===== src/rtl/burst_read_if.sv =====
// Command/status bundle between a burst command source
// and the burst read controller.
interface burst_read_if #(
  parameter int ADDR_W = 16,
  parameter int LEN_W  = 4
);
  logic              start;
  logic [ADDR_W-1:0] start_addr;
  logic [LEN_W-1:0]  start_len;
  logic              ws;
  logic              abort;
  logic              rd;
  logic [ADDR_W-1:0] addr;
  logic              ds;
  logic              err;
  logic              busy;
  logic [LEN_W:0]    beats_ok;

  modport master (
    output start, start_addr, start_len,
    output ws, abort,
    input  rd, addr, ds, err, busy, beats_ok
  );

  modport slave (
    input  start, start_addr, start_len,
    input  ws, abort,
    output rd, addr, ds, err, busy, beats_ok
  );
endinterface


===== src/rtl/burst_read_ctrl.sv =====
// Multi-beat read controller with wait-state retry,
// timeout, abort and registered status outputs.
module burst_read_ctrl #(
  parameter int ADDR_W   = 16,
  parameter int LEN_W    = 4,
  parameter int WAIT_MAX = 7
) (
  input logic        clk,
  input logic        rst,
  burst_read_if.slave bus
);
  localparam int WC_W =
    (WAIT_MAX > 0) ? $clog2(WAIT_MAX + 1) : 1;
  localparam logic [WC_W-1:0] WMAX = WC_W'(WAIT_MAX);

  typedef enum logic [1:0] {
    IDLE = 2'd0,
    READ = 2'd1,
    DLY  = 2'd2,
    DONE = 2'd3
  } state_t;

  state_t            st_q, st_d;
  logic [ADDR_W-1:0] addr_q, addr_d;
  logic [LEN_W-1:0]  left_q, left_d;
  logic [WC_W-1:0]   wcnt_q, wcnt_d;
  logic [LEN_W:0]    bok_q, bok_d;
  logic              rd_q, rd_d;
  logic              ds_q, ds_d;
  logic              err_q, err_d;
  logic              busy_q, busy_d;

  always_ff @(posedge clk or posedge rst) begin
    if (rst) begin
      st_q   <= IDLE;
      addr_q <= '0;
      left_q <= '0;
      wcnt_q <= '0;
      bok_q  <= '0;
      rd_q   <= 1'b0;
      ds_q   <= 1'b0;
      err_q  <= 1'b0;
      busy_q <= 1'b0;
    end else begin
      st_q   <= st_d;
      addr_q <= addr_d;
      left_q <= left_d;
      wcnt_q <= wcnt_d;
      bok_q  <= bok_d;
      rd_q   <= rd_d;
      ds_q   <= ds_d;
      err_q  <= err_d;
      busy_q <= busy_d;
    end
  end

  always_comb begin
    st_d = IDLE;
    case (st_q)
      IDLE: st_d = bus.start ? READ : IDLE;
      READ: st_d = bus.abort ? DONE : DLY;
      DLY: begin
        if (bus.abort)
          st_d = DONE;
        else if (bus.ws)
          st_d = (wcnt_q < WMAX) ? READ : DONE;
        else
          st_d = (left_q == '0) ? DONE : READ;
      end
      DONE:    st_d = IDLE;
      default: st_d = IDLE;
    endcase
  end

  always_comb begin
    addr_d = addr_q;
    left_d = left_q;
    wcnt_d = wcnt_q;
    bok_d  = bok_q;
    rd_d   = rd_q;
    ds_d   = 1'b0;
    err_d  = err_q;
    busy_d = busy_q;
    case (st_q)
      IDLE: begin
        rd_d   = 1'b0;
        busy_d = 1'b0;
        if (bus.start) begin
          addr_d = bus.start_addr;
          left_d = bus.start_len;
          wcnt_d = '0;
          bok_d  = '0;
          rd_d   = 1'b1;
          busy_d = 1'b1;
          err_d  = 1'b0;
        end
      end
      READ: begin
        if (bus.abort) begin
          ds_d  = 1'b1;
          err_d = 1'b1;
          rd_d  = 1'b0;
        end
      end
      DLY: begin
        // abort outranks ws; ws=1 retries the same beat
        if (bus.abort) begin
          ds_d  = 1'b1;
          err_d = 1'b1;
          rd_d  = 1'b0;
        end else if (bus.ws) begin
          if (wcnt_q < WMAX) begin
            wcnt_d = wcnt_q + 1'b1;
          end else begin
            ds_d  = 1'b1;
            err_d = 1'b1;
            rd_d  = 1'b0;
          end
        end else begin
          bok_d = bok_q + 1'b1;
          if (left_q == '0) begin
            ds_d  = 1'b1;
            err_d = 1'b0;
            rd_d  = 1'b0;
          end else begin
            addr_d = addr_q + 1'b1;
            left_d = left_q - 1'b1;
            wcnt_d = '0;
          end
        end
      end
      DONE: begin
        rd_d   = 1'b0;
        busy_d = 1'b0;
      end
      default: begin
        addr_d = '0;
        left_d = '0;
        wcnt_d = '0;
        bok_d  = '0;
        rd_d   = 1'b0;
        err_d  = 1'b0;
        busy_d = 1'b0;
      end
    endcase
  end

  assign bus.rd       = rd_q;
  assign bus.addr     = addr_q;
  assign bus.ds       = ds_q;
  assign bus.err      = err_q;
  assign bus.busy     = busy_q;
  assign bus.beats_ok = bok_q;
endmodule

===== src/flat_wrapper.sv =====
// flat-port wrapper written by rule: the top's interface ports become plain ports
module burst_read_ctrl_flat 
#(
  parameter int ADDR_W   = 16,
  parameter int LEN_W    = 4,
  parameter int WAIT_MAX = 7
)
  (clk, rst, bus_start, bus_start_addr, bus_start_len, bus_ws, bus_abort, bus_rd, bus_addr, bus_ds, bus_err, bus_busy, bus_beats_ok);
  burst_read_if #(.ADDR_W(ADDR_W), .LEN_W(LEN_W)) bus_i ();
  input logic clk;
  input logic rst;
  input wire logic [$bits(bus_i.start)-1:0] bus_start;
  input wire logic [$bits(bus_i.start_addr)-1:0] bus_start_addr;
  input wire logic [$bits(bus_i.start_len)-1:0] bus_start_len;
  input wire logic [$bits(bus_i.ws)-1:0] bus_ws;
  input wire logic [$bits(bus_i.abort)-1:0] bus_abort;
  output wire logic [$bits(bus_i.rd)-1:0] bus_rd;
  output wire logic [$bits(bus_i.addr)-1:0] bus_addr;
  output wire logic [$bits(bus_i.ds)-1:0] bus_ds;
  output wire logic [$bits(bus_i.err)-1:0] bus_err;
  output wire logic [$bits(bus_i.busy)-1:0] bus_busy;
  output wire logic [$bits(bus_i.beats_ok)-1:0] bus_beats_ok;
  assign bus_i.start = bus_start;
  assign bus_i.start_addr = bus_start_addr;
  assign bus_i.start_len = bus_start_len;
  assign bus_i.ws = bus_ws;
  assign bus_i.abort = bus_abort;
  assign bus_rd = bus_i.rd;
  assign bus_addr = bus_i.addr;
  assign bus_ds = bus_i.ds;
  assign bus_err = bus_i.err;
  assign bus_busy = bus_i.busy;
  assign bus_beats_ok = bus_i.beats_ok;
  burst_read_ctrl #(.ADDR_W(ADDR_W), .LEN_W(LEN_W), .WAIT_MAX(WAIT_MAX)) u_core (.clk(clk), .rst(rst), .bus(bus_i));
endmodule

===== config.mk =====
export PLATFORM = sky130hd
export DESIGN_NAME = burst_read_ctrl_flat
export DESIGN_NICKNAME = d
export VERILOG_FILES = /design/src/rtl/burst_read_if.sv /design/src/rtl/burst_read_ctrl.sv /design/src/flat_wrapper.sv
export SDC_FILE = /design/constraint.sdc
export NUM_CORES = 1
export LEC_CHECK = 0
export CORE_MARGIN = 2
export CORE_UTILIZATION = 30
export DETAILED_ROUTE_END_ITERATION = 10
export MAX_ROUTING_LAYER = met4
export PLACE_DENSITY_LB_ADDON = 0.08
export RECOVER_POWER = 100
export SLEW_MARGIN = 20
export SYNTH_ARGS = -nofsm -noshare
export SYNTH_HDL_FRONTEND = slang
export SYNTH_SLANG_ARGS = --single-unit

===== constraint.sdc =====
create_clock -name clk -period 4.9 [get_ports clk]
set_input_delay 0.735 -clock clk [delete_from_list [all_inputs] [get_ports clk]]
set_output_delay 0.735 -clock clk [all_outputs]
set_load 0.01 [all_outputs]

Yosys cells after proc, flatten, opt, wreduce, memory -nomap -nowiden
Cells that the tools add are included.

Bits in registers: 34. Input bits: 25. Logic and storage cells: 83.

$add $sub $neg: 4. Magnitude comparators: 1. Equal/unequal tests: 12. Mux-type cells: 47. Reduce and logical (&&, ||, !) cells: 10.

Operator list (count): $mux W16 (4); $pmux W16 S2 (1); $mux W1 (18); $add A16 B1 Y16 const B (1); $mux W4 (4); $mux W3 (5); $mux W5 (3); $reduce_and A5 Y1 (3); $ne A2 B2 Y1 const B (5); $pmux W5 S2 (1); $mux W2 (4); $pmux W2 S4 (1); $pmux W4 S2 (1); $pmux W3 S2 (1); $add A5 B1 Y5 const B (1); $eq A2 B2 Y1 const B (2); $logic_not A4 Y1 (1); $ne A4 B3 Y1 const B (1); $ne A4 B4 Y1 const B (1); $pmux W1 S2 (2); $pmux W1 S4 (1); $reduce_and A4 Y1 (1); $reduce_bool A2 Y1 (2); $sub A4 B1 Y4 const B (1); 9 further kinds (9).

Longest topological paths before layout
Gate-level depths: netlist of the first run.

Depth after elaboration: 5. Mapped depth: 8.

Worst setup path after synthesis of the first run
OpenSTA, ideal clock, no wires.

Path kind: input -> register. From: input bus_ws. To: register u_core.addr_q[15] (netlist: u_core.bus.addr[15]). Library setup time: 120 ps. Arrival: 1982 ps. Data required time: 4780 ps. Setup slack: 2798 ps. Cell stages on the path: 4. Buffers on the path: 0. Cells stage by stage: o21a_1 -> or3_4 -> or4_1 -> and3_1.

Cells in the longest elaborated chain, start to end: 2.

RTL lines: start, declared (RTL line flat_wrapper.sv:15) `input wire logic [$bits(bus_i.ws)-1:0] bus_ws;`; $ne A2 B2 Y1 (no line); $reduce_and A5 Y1 (no line); end signal, assigned (RTL line burst_read_ctrl.sv:46) `addr_q <= addr_d;`; end, declared (RTL line burst_read_ctrl.sv:24) `logic [ADDR_W-1:0] addr_q, addr_d;`.

No other way between the ends. A chain may end at the register's enable or synchronous reset.

Worst setup path in the final report of the first run
From: register u_core.st_q[0]. To: register u_core.addr_q[15] (netlist: u_core.bus.addr[15]).

Cells in the longest elaborated chain, start to end: 3. Elaborated cells on any way between the ends: 9. Classes of those cells: eq/ne (5); mux (1); reduce/logical (3).

RTL lines: start, declared (RTL line burst_read_ctrl.sv:23) `state_t st_q, st_d;`; start signal, assigned (RTL line burst_read_ctrl.sv:45) `st_q <= st_d;`; $eq A2 B2 Y1 / $logic_not A2 Y1 (equally long branches) (RTL line burst_read_ctrl.sv:84) `case (st_q)`; $ne A2 B2 Y1 (no line) / $reduce_bool A2 Y1 (equally long branches); $reduce_and A5 Y1 (no line).

Several ways; a longest one is shown, not always the timed one.

==> flow_summary.yaml, run 1 <==
critical_path:
  critPathMaxFanout: 25
  worst_r2r_startpoint: "u_core.st_q[0]"
  critical_path.reg2reg.endpoint: "u_core.bus.addr[15]"
  worstSetupEndpoint: "u_core.bus.addr[15]"
  worst_path_most_repeated_cell: "inv_1"
  rr_worst_depth: 6
  critPathArrivalTime_ns: 3.39
  critical_path_required_ns: 5.09
  setup.worst_path.start_class: "flop"
  crit_slowest_cell: "ha_1"
  cp_slowest_stage_delay_ns: 0.74
  critPathKind: "reg2reg"
  critPathLaunch: "u_core.st_q[0]"
  worst_setup_path_end_kind: "flop"
  setup.reg_to_reg.worst_slack_ns: 1.70
  crit_path_cell_trace: "inv_1 > ha_1 > inv_1 > or3_1 > or4_1 > and3_1"
grt:
  via_count_of_the_first_global_routing_pass: 1914
  grt_start_max_net_pins: 35
  wire_length_of_the_first_global_routing_pass_mm: 9.528
  overflow: 0
  groute.usage.overall_pct: 16.59
  antenna_found_initial: 0
layout:
  final_area_um2: 2786
  area_growth_syn_to_layout_pct: 31.46
  fillCellCount: 733
  insertedDiodeCount: 0
  finalCoreUtilization_pct: 40.79
  fin_nets: 319
  fraction_of_layout_instances_using_a_drive_strength_above_1_pct: 5.965
synthesis:
  synth-edff-count: 0
  synthesis.instances: 239
  synth_warnings: 0
  synth_cell_type_count: 48
  yosys.area.top_type_share_pct: 40.14
  synth_top_flop_cell: "dfrtp_1"
  synth.ff_latch_count: 34
  cell_type_contributing_the_most_total_cell_area_after_synthesis: "dfrtp_1"
  mappedNetlistArea_um2: 2120
  syn_nets: 274
  synth_async_sr_flop_share_pct: 100.0
  synth.avg_cell_area_um2: 8.868
  netlist_top_cells_area: "dfrtp_1 40%, ha_1 5.9%, a21oi_1 4.7%, nand2_1 4.3%, mux2i_1 3.3%"
  proportion_of_synthesized_chip_area_in_sequential_cells_pct: 40.14
sta:
  finalWorstPathRequiredPeriod_ns: 3.197
  max_slew.worst_pin.slew_ns: 1.955
  fin_worst_skew_ns: 0.004883
  max_freq_ghz: 0.3128
  postLayoutSetupSlackWorst_ns: 1.703
  relSlewSlack_pct: -30.33
  hold_viol_final: 0
  rsz_0062_raised_after_global_routing: "false"
  period_share_pct: 65.25
  slew_viol_final: 35
  finalSetupViolCount: 0
  fin_setup_tns_ns: 0
floorplanning:
  die-area_um2: 7754
  dieHeight_um: 88.06
  rows: 30
  num_io_pins: 50
  die_width_um: 88.06
  initial_core_util_pct: 31.03
  core_area_um2: 6832
drt:
  postRouteWirelength_mm: 5.773
  drt-wirelength-per-cell_um: 15.15
  vias: 1938
  drt_first_pass_iters: 4
  drc_errors: 0
  dr.first_iter.drc_count: 109
  antenna_violating_nets_post_route: 0
  drt-vias-per-instance: 5.087
clock_network:
  cts_resized: 0
  tritoncts.num_buffers: 5
  post_cts_hold_buffer_count: 0
  cts_max_path_buffers: 2
  worst_skew_pair.late_latency_ns: 0.30
  cts_num_sinks: 34
  cts_max_level: 2
  post-cts-setup-buffers: 0
  path_clk_slew_ns: 0.07
  cts_tree: "yes"
  cts-root-buf: "clkbuf_8"
power:
  max-vdd-ir-drop_v: 0.0002598
  power.leakage_uw: 0.001138
  design_power_total_uw: 1731
  powerDensity_nw_per_um2: 621.1
place:
  gpl.final_weighted_congestion: 0.7633
  detailedPlace.worstSlack_ns: 1.778
  io_port_bufs: 49
  dp_hpwl_mm: 4.085
  detailed_place.area_um2: 2694
status:
  run_status: "complete, but fails checks"
  failed_checks: "max-capacitance violations, max-slew violations"
min_path:
  worstHoldPathType: "reg2reg"
job:
  max-cap-violations: 1
==> cell usage after synthesis (all sizes together), types with 6 or more instances <==
library cell,count
clkbuf,11
o22ai,8
dfrtp,34
nand2,24
nor2,8
nor4,6
mux2i,7
nand3,11
ha,10
nand4,7
o21ai,15
a21oi,20
inv,13
nor3,8
==> sequential cells by signal, indices dropped and copies added, names as in the netlist <==
signal and cells:
u_core.bus.addr 16, u_core.bus.beats_ok 5, u_core.left_q 4, u_core.wcnt_q 3
u_core.st_q 2, u_core.bus.busy 1, u_core.bus.ds 1, u_core.bus.err 1
u_core.bus.rd 1
==> cell families after synthesis <==
logic type               Yosys count  synth area share, %
multiplexers                       9                4.368
AND/OR/NAND/NOR                   85                21.84
AO/OA/AOI/OAI                     74                22.67
adder cells (fa/ha/maj)           10                5.903
buffers and inverters             27                5.077
flip-flops                        34                40.14
==> cell type report <==
cell class              count  area, um^2  area share [%]
flip-flops and latches     34       850.8           30.53
multi-input cells         178        1152           41.36
clock buffers               5       68.82           2.470
well taps                  96       120.1           4.311
clock inverters             3       40.04           1.437
repair buffers             52       505.5           18.14
inverters                  13       48.80           1.751
==> routing by layer <==
metal  global-route usage (%)  up-vias  part of all wire [%]
li1                         -      987                     -
met1                    22.52      904                    50
met2                    25.14       42                    45
met3                    3.959        5                   4.5
met4                    3.857        0                  0.83
met5                        -        -                     0
==> placed cells by master (no fill, tap or decap), types with 8 or more instances in the layout <==
cell type	n
nand2_1	24
dlygate4sd3_1	27
ha_1	10
nand3_1	11
clkdlybuf4s50_1	22
o22ai_1	8
nor2_1	8
nor3_1	8
o21ai_0	15
dfrtp_1	34
a21oi_1	20
inv_1	13
==> stage by stage <==
step | instances | hold WS (ns)
floorplan | 239 | 0.4430
global placement | 373 | 0.4736
detailed placement | 373 | 0.4712
CTS | 381 | 0.4817
global route | 381 | 0.4979
finish | 381 | 0.4786
==> worst max-delay path: cells and delay by family (launching register included) <==
kind / cells / cell delay, ns
adders and majority gates: 1 / 0.74
DFF: 1 / 0.42
buffers and inverters: 2 / 0.65
and+or+nand+nor: 3 / 1.26
==> report_power, final <==
part / switching [uW] / internal, uW
logic: 511 / 405
clock network: 112 / 150
registers: 149 / 403
==> worst min path at each step <==
stage / from / to / depth (start not counted)
2_1_floorplan: u_core.left_q[0] / u_core.left_q[0] / 1
3_3_place_gp: u_core.bus.busy / u_core.bus.busy / 2
3_5_place_dp: u_core.bus.beats_ok[4] / u_core.bus.beats_ok[4] / 1
4_1_cts: u_core.bus.beats_ok[4] / u_core.bus.beats_ok[4] / 1
5_1_grt: u_core.left_q[0] / u_core.left_q[0] / 1
6_report: u_core.bus.beats_ok[4] / u_core.bus.beats_ok[4] / 1
Note: power is estimated with default switching activity, not from simulation.
==> inputs of run 2 (changes only) <==
- clock period: 4.9 -> 2.9 ns (I/O delays scaled with it)
==> run 2 against run 1 <==
Net effect:
- the flow still finishes with violations (max-capacitance violations, max-slew violations)
- setup slack worse by 1.2 ns
- clock-buffer cell count up 3
- hold slack got worse by 0.0029 ns
- sequential power grew 69%
- non-clock buffer count increased by 7
- routed wire length down 0.80%
- total power rose by 71%
- via count grew 1.3%
==> flow_summary.yaml, run 2 (synthesized netlist as in run 1, its figures left out) <==
status:
  run_status: "complete, but fails checks"
  failed_checks: "max-capacitance violations, max-slew violations"
drt:
  drt_first_pass_iters: 4
  vias: 1964
  dr.first_iter.drc_count: 119
  postRouteWirelength_mm: 5.727
  antenna_violating_nets_post_route: 0
  drt-wirelength-per-cell_um: 14.76
  drc_errors: 0
  drt-vias-per-instance: 5.062
min_path:
  worstHoldPathType: "reg2reg"
  hold_path.startpoint: "u_core.left_q[0]"
layout:
  area_growth_syn_to_layout_pct: 34.06
  most_common_cell_after_layout_fill_and_taps_aside: "dfrtp_1"
  insertedDiodeCount: 0
  final_cell_mix: "34 x dfrtp_1, 25 x dlygate4sd3_1, 24 x nand2_1, 24 x clkdlybuf4s50_1, 20 x a21oi_1"
  fraction_of_layout_instances_using_a_drive_strength_above_1_pct: 7.877
  largest_register_ff_count: 16
  finalCoreUtilization_pct: 41.59
  fin_nets: 326
place:
  dp_hpwl_mm: 4.118
  io_port_bufs: 49
  gpl.final_weighted_congestion: 0.7971
critical_path:
  critical_path_required_ns: 3.11
  critPathArrivalTime_ns: 2.65
  worst_r2r_startpoint: "u_core.st_q[0]"
  critPathLaunch: "u_core.st_q[0]"
  critPathKind: "reg2reg"
  setup.worst_path.start_class: "flop"
  worst_setup_path_end_kind: "flop"
  critPathMaxFanout: 16
floorplanning:
  die-area_um2: 7754
  initial_core_util_pct: 31.03
  core_area_um2: 6832
  rows: 30
  dieHeight_um: 88.06
  num_io_pins: 50
  die_width_um: 88.06
power:
  power.leakage_uw: 0.001168
  max-vdd-ir-drop_v: 0.0003083
  powerDensity_nw_per_um2: 1041
  design_power_total_uw: 2957
clock_network:
  tritoncts.num_buffers: 5
  post_cts_hold_buffer_count: 0
  cts_max_path_buffers: 2
  worst_skew_pair.late_latency_ns: 0.29
  cts_max_level: 2
  cts_resized: 0
  cts_num_sinks: 34
  cts_tree: "yes"
  post-cts-setup-buffers: 0
  path_clk_slew_ns: 0.07
  cts-root-buf: "clkbuf_8"
sta:
  slew_viol_final: 35
  max_freq_ghz: 0.4099
  rsz_0062_raised_after_global_routing: "false"
  finalWorstPathRequiredPeriod_ns: 2.439
  relSlewSlack_pct: -28.60
  period_share_pct: 84.12
  finalSetupViolCount: 0
  max_slew.worst_pin.slew_ns: 1.929
  fin_setup_tns_ns: 0
  fin_worst_skew_ns: 0.004631
  hold_viol_final: 0
grt:
  via_count_of_the_first_global_routing_pass: 1920
  groute.usage.overall_pct: 16.21
  antenna_found_initial: 0
  wire_length_of_the_first_global_routing_pass_mm: 9.404
  grt_start_max_net_pins: 35
  overflow: 0
job:
  max-cap-violations: 1
==> run 2: area by class of cell <==
class | instances | area, um^2
multi-input combinational | 178 | 1161
inverter | 13 | 48.80
tap | 96 | 120.1
fill | 721 | 3990
sequential | 34 | 850.8
timing repair buffer | 59 | 550.5
clock buffer | 8 | 110.1
==> run 2: layer usage <==
layer | part of all wire, % | routed length [um] | track usage [%]
met1 | 49 | 2819 | 21.40
met2 | 46 | 2643 | 25.41
met3 | 3.4 | 192 | 3.205
met4 | 1.2 | 71 | 4.545
met5 | 0 | 0 | -
==> run 2: per-stage QoR <==
step           worst slack (ns)  hold slack [ns]  instance area, um^2  instances
2_1_floorplan            0.8132           0.4430                 2120        239
3_3_place_gp             0.4233           0.4698                 2746        380
3_5_place_dp             0.4105           0.4735                 2746        380
4_1_cts                  0.4345           0.4838                 2856        388
5_1_grt                  0.1945           0.4998                 2841        388
6_report                 0.4606           0.4757                 2841        388
==> run 2: report_power, final <==
part / switching, uW / internal (uW)
registers: 250 / 681
clock network: 178 / 240
logic: 874 / 734
==> run 2: worst paths after layout <==
path / slack, ns / cells past startpoint / endpoint
max: 0.46 / 7 / u_core.bus.addr[14]
min: 0.48 / 1 / u_core.left_q[0]
max reg2reg: 0.46 / 7 / u_core.bus.addr[14]
min reg2reg: 0.48 / 1 / u_core.left_q[0]
max in group asynchronous: 0.65 / 3 / u_core.bus.addr[12]
min in group asynchronous: 1.15 / 3 / u_core.bus.ds
==> run 2: worst max-delay path, stage by stage (launching register included) <==
cell and delay [ns]:
dfrtp_1 0.42, inv_1 0.13, ha_1 0.51, buf_4 0.28, mux2_1 0.21, nand2_1 0.13, or4_1 0.52, a31oi_1 0.17
